===== src/rtl/triggerrec_pkg.sv =====
// Shared widths, event-word layout and the loss-marker builder for the
// trigger recorder event path.
package triggerrec_pkg;

    localparam int         EVT_W     = 64;
    localparam int         PAYLOAD_W = 60;
    localparam logic [3:0] MARKER_ID = 4'hF;

    typedef struct packed {
        logic [3:0]           id;
        logic [PAYLOAD_W-1:0] payload;
    } evt_word_t;

    // Marker: reserved id, source id, loss count, low 28 bits zero.
    function automatic logic [EVT_W-1:0] mk_marker(input logic [3:0]  id,
                                                   input logic [27:0] loss);
        return {MARKER_ID, id, loss, 28'h0};
    endfunction

endpackage


===== src/rtl/triggerrec_rr_pick.sv =====
// Combinational round-robin picker: the first requester at or after rr wins.
module triggerrec_rr_pick #(
    parameter int NUM_SRC = 4
) (
    input  logic [NUM_SRC-1:0] req,
    input  logic [3:0]         rr,
    output logic [NUM_SRC-1:0] gnt_onehot,
    output logic [3:0]         gnt_idx,
    output logic               gnt_any
);
    logic [2*NUM_SRC-1:0] rot;
    int                   off;
    int                   idx;

    always_comb begin
        // Rotate so bit 0 is the source at rr, then take the lowest set bit.
        rot = {req, req} >> rr;
        off = 0;
        for (int k = NUM_SRC - 1; k >= 0; k--)
            if (rot[k]) off = k;
        gnt_any = |req;
        idx     = int'(rr) + off;
        if (idx >= NUM_SRC) idx = idx - NUM_SRC;
        gnt_idx    = 4'(idx);
        gnt_onehot = '0;
        for (int j = 0; j < NUM_SRC; j++)
            gnt_onehot[j] = gnt_any && (idx == j);
    end

endmodule


===== src/rtl/triggerrec_evt_arbiter.sv =====
// Per-source event holding slots with round-robin write access to the event
// FIFO, saturating drop counters and in-band loss markers.
module triggerrec_evt_arbiter
    import triggerrec_pkg::*;
#(
    parameter int NUM_SRC = 4,
    parameter int LOSS_W  = 16
) (
    input  logic                         clk,
    input  logic                         reset,
    input  logic                         enable,
    input  logic                         flush,
    input  logic [NUM_SRC-1:0]           src_pulse,
    input  logic [NUM_SRC*PAYLOAD_W-1:0] src_data,
    input  logic                         fifo_afull,
    output logic                         fifo_shift,
    output logic [EVT_W-1:0]             fifo_data,
    output logic                         busy,
    input  logic [3:0]                   drop_sel,
    output logic [LOSS_W-1:0]            drop_cnt
);
    logic [NUM_SRC-1:0]                slot_v;
    logic [NUM_SRC-1:0][PAYLOAD_W-1:0] slot_d;
    logic [NUM_SRC-1:0][LOSS_W-1:0]    loss;
    logic [3:0]                        rr;

    logic [NUM_SRC-1:0]   req, gnt, take, drop;
    logic [3:0]           gnt_idx, rr_nxt;
    logic                 gnt_any;
    logic                 win_v;
    logic [PAYLOAD_W-1:0] win_d;
    logic [LOSS_W-1:0]    win_loss, sel_loss;
    evt_word_t            evt_w;

    // Masking requests with afull holds the pointer as well as the grant.
    always_comb begin
        req = '0;
        for (int i = 0; i < NUM_SRC; i++)
            req[i] = !fifo_afull && (slot_v[i] || loss[i] != '0);
    end

    triggerrec_rr_pick #(.NUM_SRC(NUM_SRC)) u_pick (
        .req        (req),
        .rr         (rr),
        .gnt_onehot (gnt),
        .gnt_idx    (gnt_idx),
        .gnt_any    (gnt_any)
    );

    always_comb begin
        win_v    = 1'b0;
        win_d    = '0;
        win_loss = '0;
        sel_loss = '0;
        take     = '0;
        drop     = '0;
        for (int i = 0; i < NUM_SRC; i++) begin
            if (gnt[i]) begin
                win_v    = slot_v[i];
                win_d    = slot_d[i];
                win_loss = loss[i];
            end
            if (drop_sel == 4'(i)) sel_loss = loss[i];
            // A slot being drained this cycle can take the new pulse.
            take[i] = enable && src_pulse[i] && (!slot_v[i] || gnt[i]);
            drop[i] = enable && src_pulse[i] && slot_v[i] && !gnt[i];
        end
        rr_nxt = (int'(gnt_idx) == NUM_SRC - 1) ? 4'd0 : gnt_idx + 4'd1;
        evt_w  = '{id: gnt_idx, payload: win_d};
    end

    assign busy = (|slot_v) || (|loss);

    always_ff @(posedge clk) begin
        if (reset || flush) begin
            slot_v     <= '0;
            slot_d     <= '0;
            loss       <= '0;
            rr         <= '0;
            fifo_shift <= 1'b0;
            fifo_data  <= '0;
            drop_cnt   <= '0;
        end else begin
            fifo_shift <= gnt_any;
            drop_cnt   <= sel_loss;
            if (gnt_any) begin
                rr        <= rr_nxt;
                fifo_data <= win_v ? evt_w : mk_marker(gnt_idx, 28'(win_loss));
            end
            for (int i = 0; i < NUM_SRC; i++) begin
                if (take[i]) begin
                    slot_v[i] <= 1'b1;
                    slot_d[i] <= src_data[i*PAYLOAD_W +: PAYLOAD_W];
                end else if (gnt[i]) begin
                    slot_v[i] <= 1'b0;
                end
                if (gnt[i] && !slot_v[i])
                    loss[i] <= drop[i] ? LOSS_W'(1) : '0;
                else if (drop[i] && loss[i] != '1)
                    loss[i] <= loss[i] + LOSS_W'(1);
            end
        end
    end

endmodule

===== config.mk =====
export PLATFORM = sky130hd
export DESIGN_NAME = triggerrec_evt_arbiter
export DESIGN_NICKNAME = d
export VERILOG_FILES = /design/src/rtl/triggerrec_pkg.sv /design/src/rtl/triggerrec_rr_pick.sv /design/src/rtl/triggerrec_evt_arbiter.sv
export SDC_FILE = /design/constraint.sdc
export NUM_CORES = 1
export LEC_CHECK = 0
export ABC_CLOCK_PERIOD_IN_PS = 4700
export BUFFER_PORTS_ARGS = -buffer_cell sky130_fd_sc_hd__buf_2
export CAP_MARGIN = 20
export CORE_MARGIN = 2
export CORE_UTILIZATION = 30
export DETAILED_ROUTE_END_ITERATION = 10
export SYNTH_ARGS = -nofsm -noshare
export SYNTH_HDL_FRONTEND = slang
export SYNTH_SLANG_ARGS = --single-unit

===== constraint.sdc =====
create_clock -name clk -period 4.7 [get_ports clk]
set_input_delay 0.705 -clock clk [delete_from_list [all_inputs] [get_ports clk]]
set_output_delay 0.705 -clock clk [all_outputs]
set_load 0.005 [all_outputs]

==> Word level (Yosys, flattened, before mapping) <==
Index checks and enable logic that the tools add are counted.
{ "totals": {"regBits": 393, "input_bits": 253, "wordCells": 147} }
{ "classes": {"add_sub_neg": 7, "magnitude_cmp": 1, "n_eq_ne": 11, "shift": 1, "n_mux": 43, "reduce_logical": 68} }
{ "ops": {"columns": ["operator", "n"], "rows": [
  ["2-to-1 mux 16 bit", 16],
  ["2-to-1 mux 60 bit", 4],
  ["adder 16 x 1 -> 16 bit, second input constant", 4],
  ["== test 32 x 3 -> 1 bit, second input constant", 2],
  ["2-to-1 mux 64 bit", 1],
  ["!= test 16 bit, second input constant", 4],
  ["nonzero test 16 bit", 4],
  ["OR reduction 64 bit", 1],
  ["== test 32 x 2 -> 1 bit, second input constant", 1],
  [">= comparator 32 x 4 -> 1 bit, second input constant", 1],
  ["logical AND 1 bit", 32],
  ["zero test 32 bit", 1],
  ["2-to-1 mux 32 bit", 1],
  ["subtractor 32 x 4 -> 32 bit, second input constant", 1],
  ["2-to-1 mux 1 bit", 16],
  ["nonzero test 2 bit", 8],
  ["logical OR 1 bit", 10],
  ["zero test 1 bit", 9],
  ["== test 4 x 2 -> 1 bit, second input constant", 2],
  ["2-to-1 mux 2 bit", 4],
  ["OR reduction 4 bit", 2],
  [">> shifter 8 x 4 -> 4 bit", 1],
  ["adder 4 x 2 -> 5 bit", 1],
  ["adder 4 x 1 -> 4 bit, second input constant", 1],
  ["4 further kinds", 4]
]} }

==> Longest topological paths before layout <==
{ "logic_depth": {"depth_word": 18, "mapped_depth": 25} }

==> Cells and area by module <==
Synthesis repeated with hierarchy kept, for this count alone.
{ "unflattened": {"cells_unflattened": 2293, "hier_area_um2": 17988.5} }
{ "by_module_without_submodules": {"columns": ["module", "instances", "cells_each", "area_per_inst_um2", "seq_area_each_um2"], "rows": [
  ["triggerrec_evt_arbiter", 1, 2238, 17569.4, 7867.5],
  ["triggerrec_rr_pick", 1, 55, 419.2, 0.0]
]} }

==> Least setup slack after synthesis <==
Ideal clock, no wire load.
{ "synth_timing": {"kind": "register -> register", "startpoint": "reg loss[0] (netlist bit)", "endpoint": "reg fifo_data[46]", "arrival_ns": 5.028, "path_slack_ns": -0.450, "stages_incl_launch_ff": 24, "path_cell_list": "dfxtp_1 clkbuf_1 inv_1 ha_1 nor4b_1 a41oi_1 mux4_2 nor2_1 a21boi_0 ha_1 a21oi_1 a2bb2oi_1 ha_1 ha_1 a21bo_2 mux2_2 and4_1 clkbuf_1 and4_4 buf_6 and3_4 buf_6 buf_6 a221o_1"} }
{ "synth_via": {"elab_chain_cells": 18, "elab_cells_between_ends": 30, "cone_classes": "add/sub: 2; order compare: 1; eq/ne: 3; shift: 1; mux: 14; reduce/logical: 9"} }
{ "synth_lines": {"columns": ["element", "line_no", "source"], "rows": [
  ["start, declared", "triggerrec_evt_arbiter.sv:24", "logic [NUM_SRC-1:0][LOSS_W-1:0] loss;"],
  ["start signal, assigned by index", "triggerrec_evt_arbiter.sv:98", "loss[i] <= drop[i] ? LOSS_W'(1) : '0;"],
  ["start signal, assigned by index", "triggerrec_evt_arbiter.sv:100", "loss[i] <= loss[i] + LOSS_W'(1);"],
  ["nonzero test 16 bit (*)", "triggerrec_evt_arbiter.sv:39", "req[i] = !fifo_afull && (slot_v[i] || loss[i] != '0);"],
  ["logical OR 1 bit (*)", "triggerrec_evt_arbiter.sv:39", null],
  ["logical AND 1 bit (*)", "triggerrec_evt_arbiter.sv:39", null],
  [">> shifter 8 x 4 -> 4 bit", "triggerrec_rr_pick.sv:17", "rot = {req, req} >> rr;"],
  ["2-to-1 mux 2 bit (4 in series)", "triggerrec_rr_pick.sv:20", "if (rot[k]) off = k;"],
  ["adder 4 x 2 -> 5 bit", "triggerrec_rr_pick.sv:22", "idx = int'(rr) + off;"],
  ["subtractor 32 x 4 -> 32 bit or >= comparator 32 x 4 -> 1 bit (tied branches)", "triggerrec_rr_pick.sv:23", "if (idx >= NUM_SRC) idx = idx - NUM_SRC;"],
  ["2-to-1 mux 32 bit", "triggerrec_rr_pick.sv:23", null],
  ["zero test 32 bit", "triggerrec_rr_pick.sv:27", "gnt_onehot[j] = gnt_any && (idx == j);"],
  ["logical AND 1 bit", "triggerrec_rr_pick.sv:27", null],
  ["2-to-1 mux 60 bit or 2-to-1 mux 1 bit (tied branches) (4 in series)", "triggerrec_evt_arbiter.sv:58", "if (gnt[i]) begin"],
  ["2-to-1 mux 64 bit", "triggerrec_evt_arbiter.sv:88", "fifo_data <= win_v ? evt_w : mk_marker(gnt_idx, 28'(win_loss));"],
  ["end signal, assigned", "triggerrec_evt_arbiter.sv:88", null],
  ["end, declared", "triggerrec_evt_arbiter.sv:17", "output logic [EVT_W-1:0] fifo_data,"]
]} }
Every way passes the cells marked *; elsewhere a longest branch is shown, timed or not.
A chain may end at the register's enable or synchronous reset.

==> Final worst setup path <==
{ "layout_timing": {"startpoint": "reg loss[1] (netlist bit)", "endpoint": "reg slot_d[195] (netlist bit)"} }
{ "layout_via": {"elab_chain_cells": 15, "elab_cells_between_ends": 17, "cone_classes": "add/sub: 2; order compare: 1; eq/ne: 1; shift: 1; mux: 5; reduce/logical: 7"} }
{ "layout_lines": {"columns": ["element", "line_no", "source"], "rows": [
  ["nonzero test 16 bit (*)", "triggerrec_evt_arbiter.sv:39", null],
  ["logical OR 1 bit (*)", "triggerrec_evt_arbiter.sv:39", null],
  ["logical AND 1 bit (*)", "triggerrec_evt_arbiter.sv:39", null],
  [">> shifter 8 x 4 -> 4 bit", "triggerrec_rr_pick.sv:17", null],
  ["2-to-1 mux 2 bit (4 in series)", "triggerrec_rr_pick.sv:20", null],
  ["adder 4 x 2 -> 5 bit", "triggerrec_rr_pick.sv:22", null],
  ["subtractor 32 x 4 -> 32 bit or >= comparator 32 x 4 -> 1 bit (tied branches)", "triggerrec_rr_pick.sv:23", null],
  ["2-to-1 mux 32 bit", "triggerrec_rr_pick.sv:23", null],
  ["== test 32 x 3 -> 1 bit", "triggerrec_rr_pick.sv:27", null],
  ["logical AND 1 bit (*)", "triggerrec_rr_pick.sv:27", null],
  ["logical OR 1 bit (*)", "triggerrec_evt_arbiter.sv:65", "take[i] = enable && src_pulse[i] && (!slot_v[i] || gnt[i]);"],
  ["logical AND 1 bit (*)", "triggerrec_evt_arbiter.sv:65", null],
  ["end signal, assigned by index", "triggerrec_evt_arbiter.sv:93", "slot_d[i] <= src_data[i*PAYLOAD_W +: PAYLOAD_W];"],
  ["end, declared", "triggerrec_evt_arbiter.sv:23", "logic [NUM_SRC-1:0][PAYLOAD_W-1:0] slot_d;"]
]} }
Marked as above.

==> reports/results.txt <==
worst hold path depth - 3
Setup WS pre-CTS - -458 ps
register area - 7870 um^2
Area contributors post-synth - dfxtp_1 42%, mux2i_1 13%, nor2_1 5.4%
core area - 62,700 um^2
DR iter-0 viols - 1,591
Mapped Cells - 2,116
CTS clk-pin slew, worst paths - 60 ps
WL final - 78,700 um
worst slew pin tran - 1040 ps
largest net degree at the start of global routing - 82
PwrDens - 322 nW/um^2
largest area contributor in the netlist - dfxtp_1
Syn Nets - 2,387
register area share after synthesis - 0.416
Die Y - 255 um
crit start category - flop
HPWL after detailed placement - 54,300 um
Clock Tree Buf Depth - 3
Vias - 19,100
Via-to-Cell Ratio - 5.46
worst hold start - src_data[107]
H-tree depth - 2
nets - 2,867
footprint of the multi-input gates - 10,600 um^2
buffers added on ports - 334
share of cells above drive strength 1 - 0.316
Worst R2R Path Depth - 24
placed insts - 3,336
VDD IR-drop max - 362 uV
RR Endpoint - slot_d[195]
max-slew violations - 0
fin crit share - 1.04
Worst Path Arrival - 5340 ps
WL per Instance - 22.6 um
die area - 65,100 um^2
global route overflow - 0
Cell variety after synth - 80
Reg2Reg Launch Point - loss[1]
failing checks - setup timing
Boundary Pins - 335
clk sink count - 393
Fill cells - 6,188
initial antenna violation count - 20
Main synth FF type - dfxtp_1
Crit. End Element - flop
first-pass GRT wire length - 113,000 um
flop2flop setup slack - -190 ps
Hold Crit Endpoint - slot_d[107]
area delta synth->final - 38.7%
Final setup viols - 268
hold crit path type - input port to flop
Final Cell Area - 26,200 um^2
#FFs+latches synth - 393
post-synthesis async set-or-reset flop share - 0
Setup Crit Path Kind - flop to flop
Pleak - 0.0102 uW
CTS tree - done
Synth top cells by count - 393 x dfxtp_1, 273 x nor2_1, 245 x mux2i_1
Max Cap Violations - 0
post-route ant nets - 0
Worst Clk Skew - 20.4 ps
Crit Path Max Fanout - 13
root buf cell - clkbuf_16
Die X-Extent - 255 um
worst setup margin - -195 ps
fin crit period - 4890 ps
initial core utilization - 0.302
latest clock arrival within the worst-skew pair - 600 ps
Post-synth EDFFs - 0
count leader, synth - dfxtp_1
Critical Path RT - 5150 ps
Total GRT Usage - 0.227
drc violations - 0
Slew headroom - 0.304
fmax - 204 MHz
final hold vios - 0
TritonRoute pass-1 iters - 7
row count - 92
GP Congestion - 0.950
vias in the first global route - 18,500
RSZ-0062 raised after global routing - yes
Synth Cell Area - 18,900 um^2
Final Non-Filler Cells - 3,489
Synth top area share - 0.416
Mean Syn Cell Area - 8.95 um^2
status - complete, but fails checks
cell area after placement - 23,200 um^2
total CTS buffers - 47
setup TNS - -18,400 ps
Yosys warnings - 0
what timing repair did:
| action | CTS | global route |
|---|---|---|
| resized for setup | 83 | 83 |
| setup buffers | 22 | 17 |
| cloned | 10 | 13 |
| setup endpoints to repair | 371 | 371 |
| pin swaps | 24 | 21 |
| hold buffers | 0 | 0 |
| endpoints found under the hold margin | 0 | 0 |
cell usage in the layout, fill, tap and decap left out, types with 14 or more instances in the layout:
master / n
o31ai_1: 26
a221oi_1: 52
inv_1: 69
and3_1: 15
dfxtp_1: 388
nand2_1: 100
buf_12: 35
nand4_1: 34
nor2b_1: 35
nor3_1: 15
o211ai_1: 17
a31oi_1: 51
buf_6: 18
or4_1: 21
a21oi_1: 104
a221o_1: 53
a22o_1: 14
a22oi_1: 35
mux2i_1: 235
or3_1: 15
and2_1: 44
nand3_1: 34
nor2_1: 267
buf_4: 212
clkbuf_16: 60
buf_2: 334
o21ai_0: 37
stage by stage:
stage | utilization | hold WS [ps] | power [uW]
global placement | 0.370 | 463 | 4710
finish | 0.418 | 345 | 8460
floorplan | - | 451 | 4100
detailed placement | 0.371 | 460 | 4730
global route | 0.418 | 330 | 8750
CTS | 0.406 | 315 | 8430
worst max-delay path: stages, from the launching register on:
cell and delay [ps]:
dfxtp_2 320, inv_2 70, ha_4 140, nor4b_4 290, a41oi_2 200, buf_4 180, a22oi_2 260, nand2b_4 200
a21boi_2 50, ha_2 200, fa_2 380, xor2_2 160, inv_1 70, ha_2 180, ha_4 160, nor2_2 40
a221oi_2 300, nand4_1 180, buf_12 190, buf_6 120, o32ai_4 340, buf_12 220, buf_12 180, mux2i_2 240
nor2_1 60
layer usage:
metal | routed length (um) | share of wire | track usage
met5 | 144 | 0.0018 | 0
met4 | 3060 | 0.039 | 0.0792
met3 | 7410 | 0.094 | 0.0645
met2 | 36100 | 0.46 | 0.374
met1 | 31900 | 0.41 | 0.285
area by class of cell:
type | instances | area share
Sequential cell | 393 | 0.300
Multi-Input combinational cell | 1443 | 0.402
Clock inverter | 19 | 0.00625
Inverter | 80 | 0.0114
Antenna cell | 10 | 0.000954
Timing Repair Buffer | 631 | 0.187
Clock buffer | 67 | 0.0512
Tap cell | 846 | 0.0403
flip-flops by register name (all words and copies together) (netlist names):
signal / flops
fifo_data: 64
drop_cnt: 16
slot_d: 240
loss: 64
rr: 4
fifo_shift: 1
slot_v: 4
worst max path at each step:
stage,start,to,slack [ps],depth (start not counted)
floorplan,loss[0],fifo_data[52],10,24
global placement,loss[16],fifo_data[50],-360,18
detailed placement,loss[16],slot_d[176],-460,22
CTS,loss[38],slot_d[23],-80,22
global route,loss[1],slot_d[44],-380,25
finish,loss[1],slot_d[195],-190,24
report_power, final:
part	switching, uW	leakage (uW)	internal, uW
clock	1540	0.000731	2050
combinational	787	0.00630	651
sequential	37.1	0.00318	3390
logic make-up (layout without fill, tap and decap cells):
kind of cell             after synthesis  in the layout  synth area share
AND/OR/NAND/NOR                      676            677             0.186
AO/OA/AOI/OAI                        496            496             0.190
flip-flops                           393            393             0.416
buffers and inverters                281            797            0.0618
multiplexers                         250            250             0.133
adder cells (fa/ha/maj)               18             18            0.0123
XOR/XNOR                               2              2          0.000926
other                                  0             10                 0
Power figures use the tool's default switching activity.
